### config.mk
export PLATFORM = sky130hd
export DESIGN_NAME = spi_erase_ctrl_flat
export DESIGN_NICKNAME = d
export VERILOG_FILES = /design/src/rtl/spi_flash_pkg.sv /design/src/rtl/spi_erase_ctrl_if.sv /design/src/rtl/spi_shift_engine.sv /design/src/rtl/spi_erase_ctrl.sv /design/src/flat_wrapper.sv
export SDC_FILE = /design/constraint.sdc
export NUM_CORES = 1
export LEC_CHECK = 0
export CORE_UTILIZATION = 39
export DETAILED_ROUTE_END_ITERATION = 10
export HOLD_SLACK_MARGIN = 0.05
export PLACE_DENSITY = 0.59
export SLEW_MARGIN = 20
export SYNTH_ARGS = -nofsm -noshare
export SYNTH_HDL_FRONTEND = slang
export SYNTH_HIERARCHICAL = 1
export SYNTH_SLANG_ARGS = --single-unit
### constraint.sdc
create_clock -name clk -period 3.3 [get_ports clk]
set_clock_uncertainty 0.15 [all_clocks]
set_input_delay 0.66 -clock clk [delete_from_list [all_inputs] [get_ports clk]]
set_output_delay 0.66 -clock clk [all_outputs]
set_load 0.03 [all_outputs]
### src/rtl/spi_flash_pkg.sv
// Shared constants for the SPI NOR chip-erase sequencer.
//   OP_*      : flash opcodes issued by the sequencer
//   WIP_BIT   : bit of the status register that reads 1 while the erase runs
//   LEN_*     : frame lengths in SCLK cycles
//   state_t   : sequencer state encoding
package spi_flash_pkg;

    localparam logic [7:0] OP_WREN = 8'h06;
    localparam logic [7:0] OP_CE   = 8'hC7;
    localparam logic [7:0] OP_RDSR = 8'h05;

    localparam int WIP_BIT = 0;

    localparam logic [4:0] LEN_CMD  = 5'd8;
    localparam logic [4:0] LEN_POLL = 5'd16;

    typedef enum logic [2:0] {
        S_IDLE  = 3'd0,
        S_WREN  = 3'd1,
        S_GAP1  = 3'd2,
        S_ERASE = 3'd3,
        S_GAP2  = 3'd4,
        S_POLL  = 3'd5,
        S_PGAP  = 3'd6,
        S_FIN   = 3'd7
    } state_t;

endpackage

### src/rtl/spi_erase_ctrl_if.sv
// Bundle of the request handshake and the flash pins of spi_erase_ctrl.
//   start    : single-cycle erase request
//   busy     : sequence in progress
//   done     : one-cycle completion pulse
//   err      : sticky timeout flag
//   spi_cs_n, spi_sclk, spi_mosi : flash outputs (mode 0)
//   spi_miso : flash data in
// master = the erase controller, slave = start logic plus flash.
interface spi_erase_ctrl_if;
    logic start;
    logic busy;
    logic done;
    logic err;
    logic spi_cs_n;
    logic spi_sclk;
    logic spi_mosi;
    logic spi_miso;

    modport master (
        input  start, spi_miso,
        output busy, done, err, spi_cs_n, spi_sclk, spi_mosi
    );

    modport slave (
        output start, spi_miso,
        input  busy, done, err, spi_cs_n, spi_sclk, spi_mosi
    );
endinterface

### src/rtl/spi_shift_engine.sv
// SPI mode-0 frame engine, MSB first. One frame per load pulse:
// cs_n falls with the first MOSI bit already set up, bit_cnt SCLK cycles are
// generated from a CLK_DIV clock-enable divider, and cs_n rises one
// half-period after the last falling edge, with a frame_done pulse.
// Ports:
//   clk, rst   : system clock, async active-high reset
//   load       : start a frame (ignored while a frame is running)
//   tx_byte    : first byte shifted out; remaining bits are sent as 0
//   bit_cnt    : number of SCLK cycles in the frame (8 or 16)
//   rx_byte    : last 8 bits sampled on MISO, MSB first
//   frame_done : one-cycle pulse on the edge cs_n rises
//   cs_n, sclk, mosi, miso : flash pins
module spi_shift_engine #(
    parameter int CLK_DIV = 5
) (
    input  logic       clk,
    input  logic       rst,
    input  logic       load,
    input  logic [7:0] tx_byte,
    input  logic [4:0] bit_cnt,
    output logic [7:0] rx_byte,
    output logic       frame_done,
    output logic       cs_n,
    output logic       sclk,
    output logic       mosi,
    input  logic       miso
);

    localparam logic [3:0] DIV_TC = 4'(CLK_DIV - 1);

    logic        active;
    logic [3:0]  div_cnt;
    logic [5:0]  half_cnt;
    logic [5:0]  half_last;
    logic [15:0] tx_sr;
    logic        tick;

    assign tick = active && (div_cnt == DIV_TC);

    // Half-period ticks 0..2N-1 toggle sclk; tick 2N closes the frame, which
    // gives the trailing half-period of cs_n hold after the last falling edge.
    always_ff @(posedge clk or posedge rst) begin
        if (rst) begin
            active     <= 1'b0;
            div_cnt    <= '0;
            half_cnt   <= '0;
            half_last  <= '0;
            tx_sr      <= '0;
            rx_byte    <= '0;
            frame_done <= 1'b0;
            cs_n       <= 1'b1;
            sclk       <= 1'b0;
            mosi       <= 1'b0;
        end else begin
            frame_done <= 1'b0;
            if (load && !active) begin
                active    <= 1'b1;
                cs_n      <= 1'b0;
                sclk      <= 1'b0;
                div_cnt   <= '0;
                half_cnt  <= '0;
                half_last <= {bit_cnt, 1'b0};
                tx_sr     <= {tx_byte, 8'h00};
                mosi      <= tx_byte[7];
            end else if (active) begin
                if (tick) begin
                    div_cnt  <= '0;
                    half_cnt <= half_cnt + 6'd1;
                    if (half_cnt == half_last) begin
                        active     <= 1'b0;
                        cs_n       <= 1'b1;
                        mosi       <= 1'b0;
                        frame_done <= 1'b1;
                    end else if (!sclk) begin
                        sclk    <= 1'b1;
                        rx_byte <= {rx_byte[6:0], miso};
                    end else begin
                        sclk  <= 1'b0;
                        tx_sr <= {tx_sr[14:0], 1'b0};
                        mosi  <= tx_sr[14];
                    end
                end else begin
                    div_cnt <= div_cnt + 4'd1;
                end
            end
        end
    end

endmodule

### src/rtl/spi_erase_ctrl.sv
// SPI NOR chip-erase sequencer: WREN, CE, then RDSR polling until WIP clears.
// Owns the flash bus while busy; frames are produced by spi_shift_engine.
// Build option: ERASE_TIMEOUT_EN ends polling after POLL_MAX status frames
// with WIP still set, reporting err.
// Ports:
//   clk  : system clock
//   rst  : asynchronous active-high reset
//   bus  : spi_erase_ctrl_if.master (start/busy/done/err + flash pins)
//
// state | meaning
// IDLE  | waiting for start
// WREN  | write-enable frame on the bus
// GAP1  | cs_n deselect time after WREN
// ERASE | chip-erase frame on the bus
// GAP2  | cs_n deselect time after CE
// POLL  | read-status frame on the bus
// PGAP  | cs_n deselect time, then decide on the captured WIP bit
// FIN   | done pulse, back to IDLE
module spi_erase_ctrl
    import spi_flash_pkg::*;
#(
    parameter int          CLK_DIV  = 5,
    parameter int          CS_GAP   = 10,
    parameter logic [23:0] POLL_MAX = 24'd16_000_000
) (
    input logic               clk,
    input logic               rst,
    spi_erase_ctrl_if.master  bus
);

    localparam logic [7:0] GAP_TC = 8'(CS_GAP - 1);

    state_t     state, state_nxt;
    logic [7:0] gap_cnt, gap_nxt;
    logic       busy_q, busy_nxt;
    logic       done_q, done_nxt;
    logic       err_q, err_nxt;

    logic       load;
    logic [7:0] tx_byte;
    logic [4:0] bit_cnt;
    logic [7:0] status;
    logic       frame_done;
    logic       cs_n, sclk, mosi;

`ifdef ERASE_TIMEOUT_EN
    logic [23:0] poll_cnt, poll_cnt_nxt;
`else
    logic unused_poll_max;
    assign unused_poll_max = ^POLL_MAX;
`endif

    // Only the WIP bit of the captured status decides the next step.
    logic unused_status;
    assign unused_status = ^status[7:1];

    spi_shift_engine #(.CLK_DIV(CLK_DIV)) u_engine (
        .clk        (clk),
        .rst        (rst),
        .load       (load),
        .tx_byte    (tx_byte),
        .bit_cnt    (bit_cnt),
        .rx_byte    (status),
        .frame_done (frame_done),
        .cs_n       (cs_n),
        .sclk       (sclk),
        .mosi       (mosi),
        .miso       (bus.spi_miso)
    );

    assign bus.spi_cs_n = cs_n;
    assign bus.spi_sclk = sclk;
    assign bus.spi_mosi = mosi;
    assign bus.busy     = busy_q;
    assign bus.done     = done_q;
    assign bus.err      = err_q;

    always_ff @(posedge clk or posedge rst) begin
        if (rst) begin
            state    <= S_IDLE;
            gap_cnt  <= '0;
            busy_q   <= 1'b0;
            done_q   <= 1'b0;
            err_q    <= 1'b0;
`ifdef ERASE_TIMEOUT_EN
            poll_cnt <= '0;
`endif
        end else begin
            state    <= state_nxt;
            gap_cnt  <= gap_nxt;
            busy_q   <= busy_nxt;
            done_q   <= done_nxt;
            err_q    <= err_nxt;
`ifdef ERASE_TIMEOUT_EN
            poll_cnt <= poll_cnt_nxt;
`endif
        end
    end

    // Frames are launched on the transition into their state, so cs_n falls
    // on the same edge the state register moves.
    always_comb begin
        state_nxt = state;
        gap_nxt   = gap_cnt;
        err_nxt   = err_q;
        load      = 1'b0;
        tx_byte   = OP_WREN;
        bit_cnt   = LEN_CMD;
`ifdef ERASE_TIMEOUT_EN
        poll_cnt_nxt = poll_cnt;
`endif
        case (state)
            S_IDLE: begin
                if (bus.start) begin
                    state_nxt = S_WREN;
                    err_nxt   = 1'b0;
                    load      = 1'b1;
                    tx_byte   = OP_WREN;
`ifdef ERASE_TIMEOUT_EN
                    poll_cnt_nxt = '0;
`endif
                end
            end
            S_WREN: begin
                if (frame_done) begin
                    state_nxt = S_GAP1;
                    gap_nxt   = GAP_TC;
                end
            end
            S_GAP1: begin
                if (gap_cnt != '0) begin
                    gap_nxt = gap_cnt - 8'd1;
                end else begin
                    state_nxt = S_ERASE;
                    load      = 1'b1;
                    tx_byte   = OP_CE;
                end
            end
            S_ERASE: begin
                if (frame_done) begin
                    state_nxt = S_GAP2;
                    gap_nxt   = GAP_TC;
                end
            end
            S_GAP2: begin
                if (gap_cnt != '0) begin
                    gap_nxt = gap_cnt - 8'd1;
                end else begin
                    state_nxt = S_POLL;
                    load      = 1'b1;
                    tx_byte   = OP_RDSR;
                    bit_cnt   = LEN_POLL;
                end
            end
            S_POLL: begin
                if (frame_done) begin
                    state_nxt = S_PGAP;
                    gap_nxt   = GAP_TC;
`ifdef ERASE_TIMEOUT_EN
                    poll_cnt_nxt = poll_cnt + 24'd1;
`endif
                end
            end
            S_PGAP: begin
                if (gap_cnt != '0) begin
                    gap_nxt = gap_cnt - 8'd1;
                end else if (!status[WIP_BIT]) begin
                    state_nxt = S_FIN;
`ifdef ERASE_TIMEOUT_EN
                end else if (poll_cnt >= POLL_MAX) begin
                    state_nxt = S_FIN;
                    err_nxt   = 1'b1;
`endif
                end else begin
                    state_nxt = S_POLL;
                    load      = 1'b1;
                    tx_byte   = OP_RDSR;
                    bit_cnt   = LEN_POLL;
                end
            end
            S_FIN: begin
                state_nxt = S_IDLE;
            end
            default: begin
                state_nxt = S_IDLE;
            end
        endcase

        // Registered from next-state so busy falls on the edge done rises.
        busy_nxt = (state_nxt != S_IDLE) && (state_nxt != S_FIN);
        done_nxt = (state_nxt == S_FIN);
    end

endmodule

### src/flat_wrapper.sv
// flat-port wrapper written by rule: the top's interface ports become plain ports
module spi_erase_ctrl_flat import spi_flash_pkg::*;
#(
    parameter int          CLK_DIV  = 5,
    parameter int          CS_GAP   = 10,
    parameter logic [23:0] POLL_MAX = 24'd16_000_000
)
  (clk, rst, bus_start, bus_spi_miso, bus_busy, bus_done, bus_err, bus_spi_cs_n, bus_spi_sclk, bus_spi_mosi);
  spi_erase_ctrl_if bus_i ();
  input logic clk;
  input logic rst;
  input wire logic [$bits(bus_i.start)-1:0] bus_start;
  input wire logic [$bits(bus_i.spi_miso)-1:0] bus_spi_miso;
  output wire logic [$bits(bus_i.busy)-1:0] bus_busy;
  output wire logic [$bits(bus_i.done)-1:0] bus_done;
  output wire logic [$bits(bus_i.err)-1:0] bus_err;
  output wire logic [$bits(bus_i.spi_cs_n)-1:0] bus_spi_cs_n;
  output wire logic [$bits(bus_i.spi_sclk)-1:0] bus_spi_sclk;
  output wire logic [$bits(bus_i.spi_mosi)-1:0] bus_spi_mosi;
  assign bus_i.start = bus_start;
  assign bus_i.spi_miso = bus_spi_miso;
  assign bus_busy = bus_i.busy;
  assign bus_done = bus_i.done;
  assign bus_err = bus_i.err;
  assign bus_spi_cs_n = bus_i.spi_cs_n;
  assign bus_spi_sclk = bus_i.spi_sclk;
  assign bus_spi_mosi = bus_i.spi_mosi;
  spi_erase_ctrl #(.CLK_DIV(CLK_DIV), .CS_GAP(CS_GAP), .POLL_MAX(POLL_MAX)) u_core (.clk(clk), .rst(rst), .bus(bus_i));
endmodule
==> summary.md <==
| Metric | Value |
|---|---|
| GPL Wtd Cong | `0.7464` |
| H-tree depth | `2` |
| Synthesized area per cell | `9.512 sq um` |
| Startpoint types | `register` |
| Worst skew pair latency | `0.30 ns` |
| Worst R2R Path Depth | `10` |
| Routed Antenna Nets | `0` |
| Total core area | `5574 sq um` |
| Rel. slew slack | `54.73%` |
| Clock Tree Buf Depth | `2` |
| RSZ-0062 raised after global routing | `false` |
| Hold buffers post-CTS | `0` |
| Die H | `78.35 microns` |
| Worst-path clk slew | `0.08 ns` |
| Max VDD drop | `0.3299 mV` |
| Dpl cells | `318` |
| Vias in the first global route | `1615` |
| Min cycle time layout | `3.127 ns` |
| Setup violations, final | `0` |
| WL final | `4291 microns` |
| Post-CTS resize count | `0` |
| FF-to-FF Start | `u_core/gap_cnt[0]` |
| Syn Inst Count | `239` |
| Critical Path RT | `3.34 ns` |
| Post-route insts no fill | `326` |
| Pre-CTS setup slack | `0.1750 ns` |
| TritonCTS buffer count | `5` |
| Fmax | `319.8 MHz` |
| Fin crit share | `94.77%` |
| Wire per inst | `13.16 microns` |
| Antenna Diode Count | `0` |
| Static leakage | `1.138 nW` |
| Max Cap Viol | `0` |
| Hold slack | `0.3576 ns` |
| Critical path class | `reg -> reg` |
| Pins Over Slew Limit | `0` |
| Largest net degree at the start of global routing | `29` |
| FF-to-FF setup slack | `0.17 ns` |
| Fillers | `560` |
| Hold_sp | `u_core/u_engine/div_cnt[3]` |
| CTS root buf | `clkbuf_8` |
| Outcome | `finished, final reports clean` |
| Total grt overflow | `0` |
| Hold crit path type | `reg -> reg` |
| Die area | `6139 sq um` |
| DRC Markers | `0` |
| Total track usage | `16.33%` |
| Initial antenna violation count | `0` |
| Power Density | `616.5 nW/um^2` |
| Post-CTS setup buffers | `0` |
| Global-route wire length before repair | `7776 microns` |
| Nature of the critical path endpoint | `register` |
| Total vias in the final route | `1670` |
| TritonCTS clock tree | `built` |
| Synthesis-to-finish area growth | `9.301%` |
| NumNets Final | `261` |
| First DRT Iteration DRCs | `101` |
| Arr. time, crit path | `3.16 ns` |
| Share of cells above drive strength 1 | `13.39%` |
| Min-Delay Path Depth | `1` |
| CTS sink count | `41` |
| Final HPWL DP | `3016 microns` |
| Final TNS setup | `0 ns` |
| Pre-antenna DRT Iters | `4` |
| Final instance area | `2485 sq um` |
| Fin. Hold Viols | `0` |
| Launch point of the worst path | `u_core/gap_cnt[0]` |
| Io pins | `10` |
| Placement Cell Area | `2399 sq um` |
| Sequential Area | `1027 sq um` |
| Rows | `27` |
| Vias/cell | `5.123` |
| Tightest Pin Transition | `0.6739 ns` |
| Die W | `78.35 microns` |
| Initial core utilization | `40.79%` |
| Port Buffers | `8` |
| Post-Syn Area | `2273 sq um` |
| Worst setup margin | `0.1727 ns` |
| Multi-input gate area | `1130 sq um` |
| Ys Warns | `6` |
| Crit path max fanout | `7` |
stage by stage:
stage,util [%],total power (W)
floorplan,-,0.001110
global placement,43.03,0.001202
detailed placement,43.03,0.001209
CTS,44.58,0.001547
global route,44.58,0.001648
finish,44.58,0.001532
worst max-delay path, stage by stage (launching register included):
cell       delay [ns]
dfrtp_1          0.41
inv_1            0.07
ha_1             0.17
nor4b_4          0.29
and2_1           0.34
a21oi_4          0.09
a2111oi_4        0.36
nor2b_4          0.24
a21oi_1          0.05
o21ba_1          0.50
mux2_4           0.34
layout make-up:
cell class	count	share of cell area, %
Multi-Input combinational cell	182	45.47
Clock buffer	5	2.769
Clock inverter	3	0.7049
Tap cell	72	3.625
Sequential cell	41	41.34
Inverter	11	1.662
Timing Repair Buffer	12	4.431
placed cells by master, fill, tap and decap left out, types with 2 or more instances in the layout:
master,instances
a21oi_1,11
nand4_1,2
o31ai_1,4
a211oi_1,2
inv_1,11
conb_1,8
nor2b_1,2
clkinv_2,2
nand2_1,55
nor3_1,4
clkdlybuf4s50_1,8
o21ai_0,11
a21o_1,3
xnor2_1,5
ha_1,4
clkbuf_8,5
mux2i_1,4
dfrtp_1,40
and2_1,2
mux2_4,6
nor2_1,15
and3_1,2
nand2b_1,2
nor4_1,2
xor2_1,2
buf_4,4
nand3_1,10
or3_1,2
state kept, by name, indices dropped and copies added (netlist names), 3 cells and up:
| name | flops |
|---|---|
| u_core/gap_cnt | 8 |
| u_core/u_engine/tx_sr | 7 |
| u_core/u_engine/half_cnt | 6 |
| u_core/u_engine/half_last | 5 |
| u_core/u_engine/div_cnt | 4 |
| u_core/state | 3 |
layer usage:
layer / up-vias / GRT usage, % / part of all wire [%]
li1: 830 / - / -
met1: 806 / 22.53 / 49
met2: 28 / 25.35 / 46
met3: 6 / 3.488 / 4.3
met4: 0 / 5.556 / 1.3
met5: - / 0 / 0
worst paths after layout:
path	to
hold / removal	u_core/u_engine/div_cnt[3]
min in group asynchronous	u_core/state[0]
hold reg to reg	u_core/u_engine/div_cnt[3]
setup / recovery	u_core/u_engine/tx_sr[11]
setup reg to reg	u_core/u_engine/tx_sr[11]
max in group asynchronous	u_core/gap_cnt[6]
power breakdown:
part | internal (W) | switching (W) | leakage (nW)
clock network | 0.000146 | 0.000182 | 0.0439
logic | 0.000218 | 0.000225 | 0.566
registers | 0.000624 | 0.000137 | 0.527
total | 0.000988 | 0.000544 | 1.14
(Power assumes the default switching activity.)
